$ cat src/rtl/pcie_rx_tlp_decoder.sv
// pcie_rx_tlp_decoder
//   Consumes the 64-bit AXI4-Stream RX interface of the K7 PCIe endpoint and
//   decodes single-DW memory requests (MRd/MWr, 32- and 64-bit addressing)
//   to one BAR. Each request becomes either a register write (wr_*) or a
//   read request for the completion generator (rd_*). Every other TLP is
//   drained to tlast and counted in a saturating drop counter. rx_np_ok is
//   deasserted while a read request is waiting to be accepted.
//
// Ports
//   user_clk, user_rst_n   clock, asynchronous active-low reset
//   m_axis_rx_*            RX beat stream (DW0 in [31:0], DW1 in [63:32]),
//                          tuser[8:2] BAR hit, tuser[1] error-forward
//   rx_np_ok               1 = endpoint may deliver non-posted TLPs
//   wr_valid/wr_ready      register write: wr_addr (DW), wr_data, wr_be
//   rd_valid/rd_ready      read request: rd_addr (DW), requester ID, tag,
//                          tc, attr, first BE, lower address for completion
//   drop_cnt               saturating count of discarded TLPs
module pcie_rx_tlp_decoder #(
  parameter int unsigned ADDR_W    = 10,
  parameter int unsigned BAR_INDEX = 0,
  parameter int unsigned CNT_W     = 16
) (
  input  logic              user_clk,
  input  logic              user_rst_n,
  input  logic [63:0]       m_axis_rx_tdata,
  input  logic [7:0]        m_axis_rx_tkeep,
  input  logic              m_axis_rx_tlast,
  input  logic              m_axis_rx_tvalid,
  output logic              m_axis_rx_tready,
  input  logic [21:0]       m_axis_rx_tuser,
  output logic              rx_np_ok,
  output logic              wr_valid,
  input  logic              wr_ready,
  output logic [ADDR_W-1:0] wr_addr,
  output logic [31:0]       wr_data,
  output logic [3:0]        wr_be,
  output logic              rd_valid,
  input  logic              rd_ready,
  output logic [ADDR_W-1:0] rd_addr,
  output logic [15:0]       rd_req_id,
  output logic [7:0]        rd_tag,
  output logic [2:0]        rd_tc,
  output logic [1:0]        rd_attr,
  output logic [3:0]        rd_be,
  output logic [6:0]        rd_lower_addr,
  output logic [CNT_W-1:0]  drop_cnt
);

  typedef enum logic [2:0] {
    S_HDR0,
    S_HDR1,
    S_DATA,
    S_DRAIN,
    S_WR,
    S_RD
  } state_t;

  state_t state, next_state;

  logic        beat;
  logic        drop;
  logic [31:0] dw0, dw1;
  logic        hdr_ok;

  logic        is_wr_q;
  logic        is_4dw_q;
  logic [15:0] req_id_q;
  logic [7:0]  tag_q;
  logic [2:0]  tc_q;
  logic [1:0]  attr_q;
  logic [3:0]  be_q;
  logic [31:0] addr_q;
  logic [31:0] data_q;
  logic [1:0]  be_low;

  assign beat = m_axis_rx_tvalid & m_axis_rx_tready;
  assign dw0  = m_axis_rx_tdata[31:0];
  assign dw1  = m_axis_rx_tdata[63:32];

  // Header-beat classification: MRd/MWr 32/64 (any fmt with type 0), one DW,
  // no last BE, our BAR hit, not poisoned.
  assign hdr_ok = (dw0[28:24] == 5'b00000) && (dw0[9:0] == 10'd1) &&
                  (dw1[7:4] == 4'b0000) && m_axis_rx_tuser[2+BAR_INDEX] &&
                  !m_axis_rx_tuser[1];

  // State register
  always_ff @(posedge user_clk or negedge user_rst_n) begin
    if (!user_rst_n) state <= S_HDR0;
    else             state <= next_state;
  end

  // Next-state logic; drop flags a TLP being discarded on this beat
  always_comb begin
    next_state = state;
    drop       = 1'b0;
    unique case (state)
      S_HDR0: if (beat) begin
        if (m_axis_rx_tlast) begin
          drop = 1'b1;
        end else if (hdr_ok) begin
          next_state = S_HDR1;
        end else begin
          drop       = 1'b1;
          next_state = S_DRAIN;
        end
      end
      S_HDR1: if (beat) begin
        if (is_4dw_q && is_wr_q) begin
          // MWr64 needs a further payload beat; ending here is malformed
          if (m_axis_rx_tlast) drop = 1'b1;
          next_state = m_axis_rx_tlast ? S_HDR0 : S_DATA;
        end else if (m_axis_rx_tlast) begin
          next_state = is_wr_q ? S_WR : S_RD;
        end else begin
          drop       = 1'b1;
          next_state = S_DRAIN;
        end
      end
      S_DATA: if (beat) begin
        if (m_axis_rx_tlast) begin
          next_state = S_WR;
        end else begin
          drop       = 1'b1;
          next_state = S_DRAIN;
        end
      end
      S_DRAIN: if (beat && m_axis_rx_tlast) next_state = S_HDR0;
      S_WR:    if (wr_ready) next_state = S_HDR0;
      S_RD:    if (rd_ready) next_state = S_HDR0;
      default: next_state = S_HDR0;
    endcase
  end

  // Output decode straight from the state register
  always_comb begin
    m_axis_rx_tready = 1'b1;
    rx_np_ok         = 1'b1;
    wr_valid         = 1'b0;
    rd_valid         = 1'b0;
    unique case (state)
      S_WR: begin
        m_axis_rx_tready = 1'b0;
        wr_valid         = 1'b1;
      end
      S_RD: begin
        m_axis_rx_tready = 1'b0;
        rx_np_ok         = 1'b0;
        rd_valid         = 1'b1;
      end
      default: ;
    endcase
  end

  // Header / address / payload capture. Nothing is captured while a request
  // is presented because tready is low then, so fields stay stable.
  always_ff @(posedge user_clk or negedge user_rst_n) begin
    if (!user_rst_n) begin
      is_wr_q  <= 1'b0;
      is_4dw_q <= 1'b0;
      req_id_q <= '0;
      tag_q    <= '0;
      tc_q     <= '0;
      attr_q   <= '0;
      be_q     <= '0;
      addr_q   <= '0;
      data_q   <= '0;
    end else if (beat) begin
      unique case (state)
        S_HDR0: begin
          is_wr_q  <= dw0[30];
          is_4dw_q <= dw0[29];
          tc_q     <= dw0[22:20];
          attr_q   <= dw0[13:12];
          req_id_q <= dw1[31:16];
          tag_q    <= dw1[15:8];
          be_q     <= dw1[3:0];
        end
        S_HDR1: begin
          // 3DW: DW2 = address, DW3 = payload. 4DW: DW2 = addr hi (dropped),
          // DW3 = addr lo; payload arrives in S_DATA.
          addr_q <= is_4dw_q ? dw1 : dw0;
          data_q <= dw1;
        end
        S_DATA:  data_q <= dw0;
        default: ;
      endcase
    end
  end

  always_ff @(posedge user_clk or negedge user_rst_n) begin
    if (!user_rst_n)                drop_cnt <= '0;
    else if (drop && drop_cnt != '1) drop_cnt <= drop_cnt + 1'b1;
  end

  always_comb begin
    be_low = 2'd0;
    if      (be_q[0]) be_low = 2'd0;
    else if (be_q[1]) be_low = 2'd1;
    else if (be_q[2]) be_low = 2'd2;
    else if (be_q[3]) be_low = 2'd3;
  end

  assign wr_addr       = addr_q[ADDR_W+1:2];
  assign wr_data       = data_q;
  assign wr_be         = be_q;
  assign rd_addr       = addr_q[ADDR_W+1:2];
  assign rd_req_id     = req_id_q;
  assign rd_tag        = tag_q;
  assign rd_tc         = tc_q;
  assign rd_attr       = attr_q;
  assign rd_be         = be_q;
  assign rd_lower_addr = {addr_q[6:2], be_low};

  logic unused_inputs;
  assign unused_inputs = ^{m_axis_rx_tkeep, m_axis_rx_tuser, addr_q};

endmodule
$ cat config.mk
export PLATFORM = sky130hd
export DESIGN_NAME = pcie_rx_tlp_decoder
export DESIGN_NICKNAME = d
export VERILOG_FILES = /design/src/rtl/pcie_rx_tlp_decoder.sv
export SDC_FILE = /design/constraint.sdc
export NUM_CORES = 1
export LEC_CHECK = 0
export ABC_AREA = 0
export BUFFER_PORTS_ARGS = -buffer_cell sky130_fd_sc_hd__buf_2
export CAP_MARGIN = 0
export CORE_MARGIN = 2
export CORE_UTILIZATION = 42
export DETAILED_ROUTE_END_ITERATION = 12
export PLACE_DENSITY = 0.86
export RECOVER_POWER = 25
export REMOVE_ABC_BUFFERS = 1
export SLEW_MARGIN = 15
export SYNTH_ARGS = -nofsm -noshare
export SYNTH_HDL_FRONTEND = slang
export SYNTH_SLANG_ARGS = --single-unit
$ cat constraint.sdc
create_clock -name user_clk -period 2.3 [get_ports user_clk]
set_input_delay 0.23 -clock user_clk [delete_from_list [all_inputs] [get_ports user_clk]]
set_output_delay 0.23 -clock user_clk [all_outputs]
set_load 0.1 [all_outputs]
==> impl_metrics.json <==
{
  "final_cell_mix": "buf_2 (186), dfrtp_1 (96), nand2_1 (43), mux2i_1 (42), mux2_2 (37)",
  "fmax_mhz": 511,
  "post-route-period-util": 0.851,
  "slew_viol_final": 0,
  "viasPerCell": 5.12,
  "synth-edff-count": 0,
  "dp_slack_ps": 134,
  "worst_slew_pin_slew_ps": 1120,
  "hold_violations": 0,
  "core_region_area_mm2": 0.0104,
  "critPathRequiredTime_ps": 2540,
  "clock-sinks": 96,
  "start_util": 0.435,
  "clockRootBuffer": "clkbuf_8",
  "std_cell_rows": 37,
  "finalSetupViolCount": 0,
  "avgRoutedWirePerCell_um": 15.9,
  "synth_ff_type": "dfrtp_1",
  "yosysWarnings": 0,
  "path_clk_slew_ps": 90,
  "grtUsageTotal": 0.202,
  "fin_util": 0.553,
  "port_buffers": 187,
  "clockBufferDepth": 2,
  "setup_slack_ps": 342,
  "rsz0062_at_grt": "false",
  "drive_gt1_frac": 0.447,
  "status": "complete, no violations",
  "numCtsBuffers": 9,
  "die_area_mm2": 0.0116,
  "first_iter_violations": 177,
  "dieHeight_um": 108,
  "syn_inst": 401,
  "grt_pass1_wl_mm": 18.4,
  "fill_cells": 926,
  "synthesis.area_mm2": 0.00452,
  "first_pass_iters": 4,
  "vias": 3659,
  "relSlewSlack": 0.255,
  "hpwl_mm": 8.60,
  "synthToLayoutAreaGrowth_pct": 26.9,
  "place_area_mm2": 0.00554,
  "synthDistinctLibCells": 39,
  "grt_antenna_before_repair": 0,
  "period_minus_slack_ps": 1960,
  "grt.overflow.total": 0,
  "cp.arrival_ps": 2200,
  "grt_max_degree": 54,
  "path_class": "reg -> reg",
  "worstRegToRegCells": 6,
  "finish.instance_area_mm2": 0.00573,
  "whs_path_depth": 2,
  "drc": 0,
  "start_kind": "flop",
  "synth-seq-cells": 96,
  "synthArstFlopShare": 1.00,
  "wl_mm": 11.4,
  "cts.repair.resized": 0,
  "die_w_um": 108,
  "final_antenna_net_count": 0,
  "nets": 678,
  "place.gp.congestion": 0.831,
  "crit_fanout": 15,
  "avgSynthCellArea_um2": 11.3,
  "cts_tree": "yes",
  "layout_commonest_cell": "buf_2",
  "htree_levels": 3,
  "grt_pass1_vias": 3742,
  "finClkSkew_ps": 18.2,
  "ys_seq_area_frac": 0.532,
  "antenna_cells": 0,
  "drv_cap": 0,
  "hold_class": "in -> reg",
  "io_pins": 216,
  "cp-end-kind": "flop",
  "insertion_delay_ps": 360
}
## area by class of cell
type | instances | area [um2] | share of cell area
flip-flops and latches | 96 | 2400 | 0.419
multi-input cells | 260 | 1870 | 0.327
repair buffers | 201 | 1080 | 0.189
well taps | 136 | 170 | 0.0297
clock buffers | 11 | 141 | 0.0247
clock inverters | 5 | 41.3 | 0.00720
inverters | 6 | 22.5 | 0.00393
## stage by stage
stage	setup TNS (ps)	hold slack (ps)	cells
final	0	90.8	715
after global routing	0	91.5	715
after CTS	0	55.7	715
after detailed placement	0	266	698
after global placement	0	251	698
after floorplan	-87010	-65.6	362
## flip-flops by register name, indices dropped and copies added, names as in the netlist
| name | count |
|---|---|
| state | 3 |
| rd_tag | 8 |
| drop_cnt | 16 |
| rd_attr | 2 |
| rd_tc | 3 |
| wr_data | 32 |
| is_wr_q | 1 |
| rd_req_id | 16 |
| rd_be | 4 |
| is_4dw_q | 1 |
| addr_q | 10 |
## synth_stat cells (all sizes together), types with 2 or more instances
cell type | n | area share
nand2b | 3 | 0.0042
clkbuf | 10 | 0.0083
dfrtp | 96 | 0.53
nand2 | 43 | 0.036
nand3b | 2 | 0.0033
nor2 | 21 | 0.017
ha | 4 | 0.011
nor4 | 6 | 0.0097
nand3 | 6 | 0.0067
nand4 | 3 | 0.0042
inv | 6 | 0.0050
nor3 | 10 | 0.012
nor4b | 2 | 0.0039
a21oi | 12 | 0.013
o22ai | 2 | 0.0028
nor3b | 4 | 0.0067
o21ai | 35 | 0.039
buf | 29 | 0.045
mux2i | 42 | 0.093
mux2 | 37 | 0.092
xor2 | 14 | 0.027
## cell families after synthesis
logic type / synth area share
flip-flops: 0.532
AO/OA/AOI/OAI: 0.0759
XOR/XNOR: 0.0291
adder cells (fa/ha/maj): 0.0111
multiplexers: 0.185
buffers and inverters: 0.0579
AND/OR/NAND/NOR: 0.109
## worst max-delay path, cell delays in order, from the launching register on
cell	delay (ps)
dfrtp_1	470
nand2b_1	280
o21ba_2	300
o31ai_4	70
buf_12	150
nor2_1	200
mux2_2	360
## metal layers
layer | GRT usage | share of wire | wire (um) | vias up
met1 | 0.252 | 0.42 | 4730 | 1759
met5 | 0 | 0 | 0 | -
met3 | 0.0454 | 0.071 | 804 | 20
li1 | - | - | - | 1728
met2 | 0.339 | 0.50 | 5640 | 152
met4 | 0.0833 | 0.018 | 204 | 0
## what timing repair did
item,4_1_cts,5_1_grt
setup buffers,0,0
endpoints found under the hold margin,43,0
hold buffers,1,0
setup endpoints to repair,0,0
## worst paths after layout
| kind | endpoint | slack [ps] | startpoint |
|---|---|---|---|
| setup / recovery | drop_cnt[1] | 340 | state[2] |
| hold / removal | state[0] | 90 | rd_ready |
| setup reg to reg | drop_cnt[1] | 340 | state[2] |
| hold reg to reg | wr_data[18] | 480 | wr_data[18] |
| max in group asynchronous | rd_req_id[3] | 850 | user_rst_n |
| min in group asynchronous | drop_cnt[15] | 600 | user_rst_n |
Power is not shown: default switching activity piles up to over one toggle a cycle in this logic, so the estimate is an artifact.
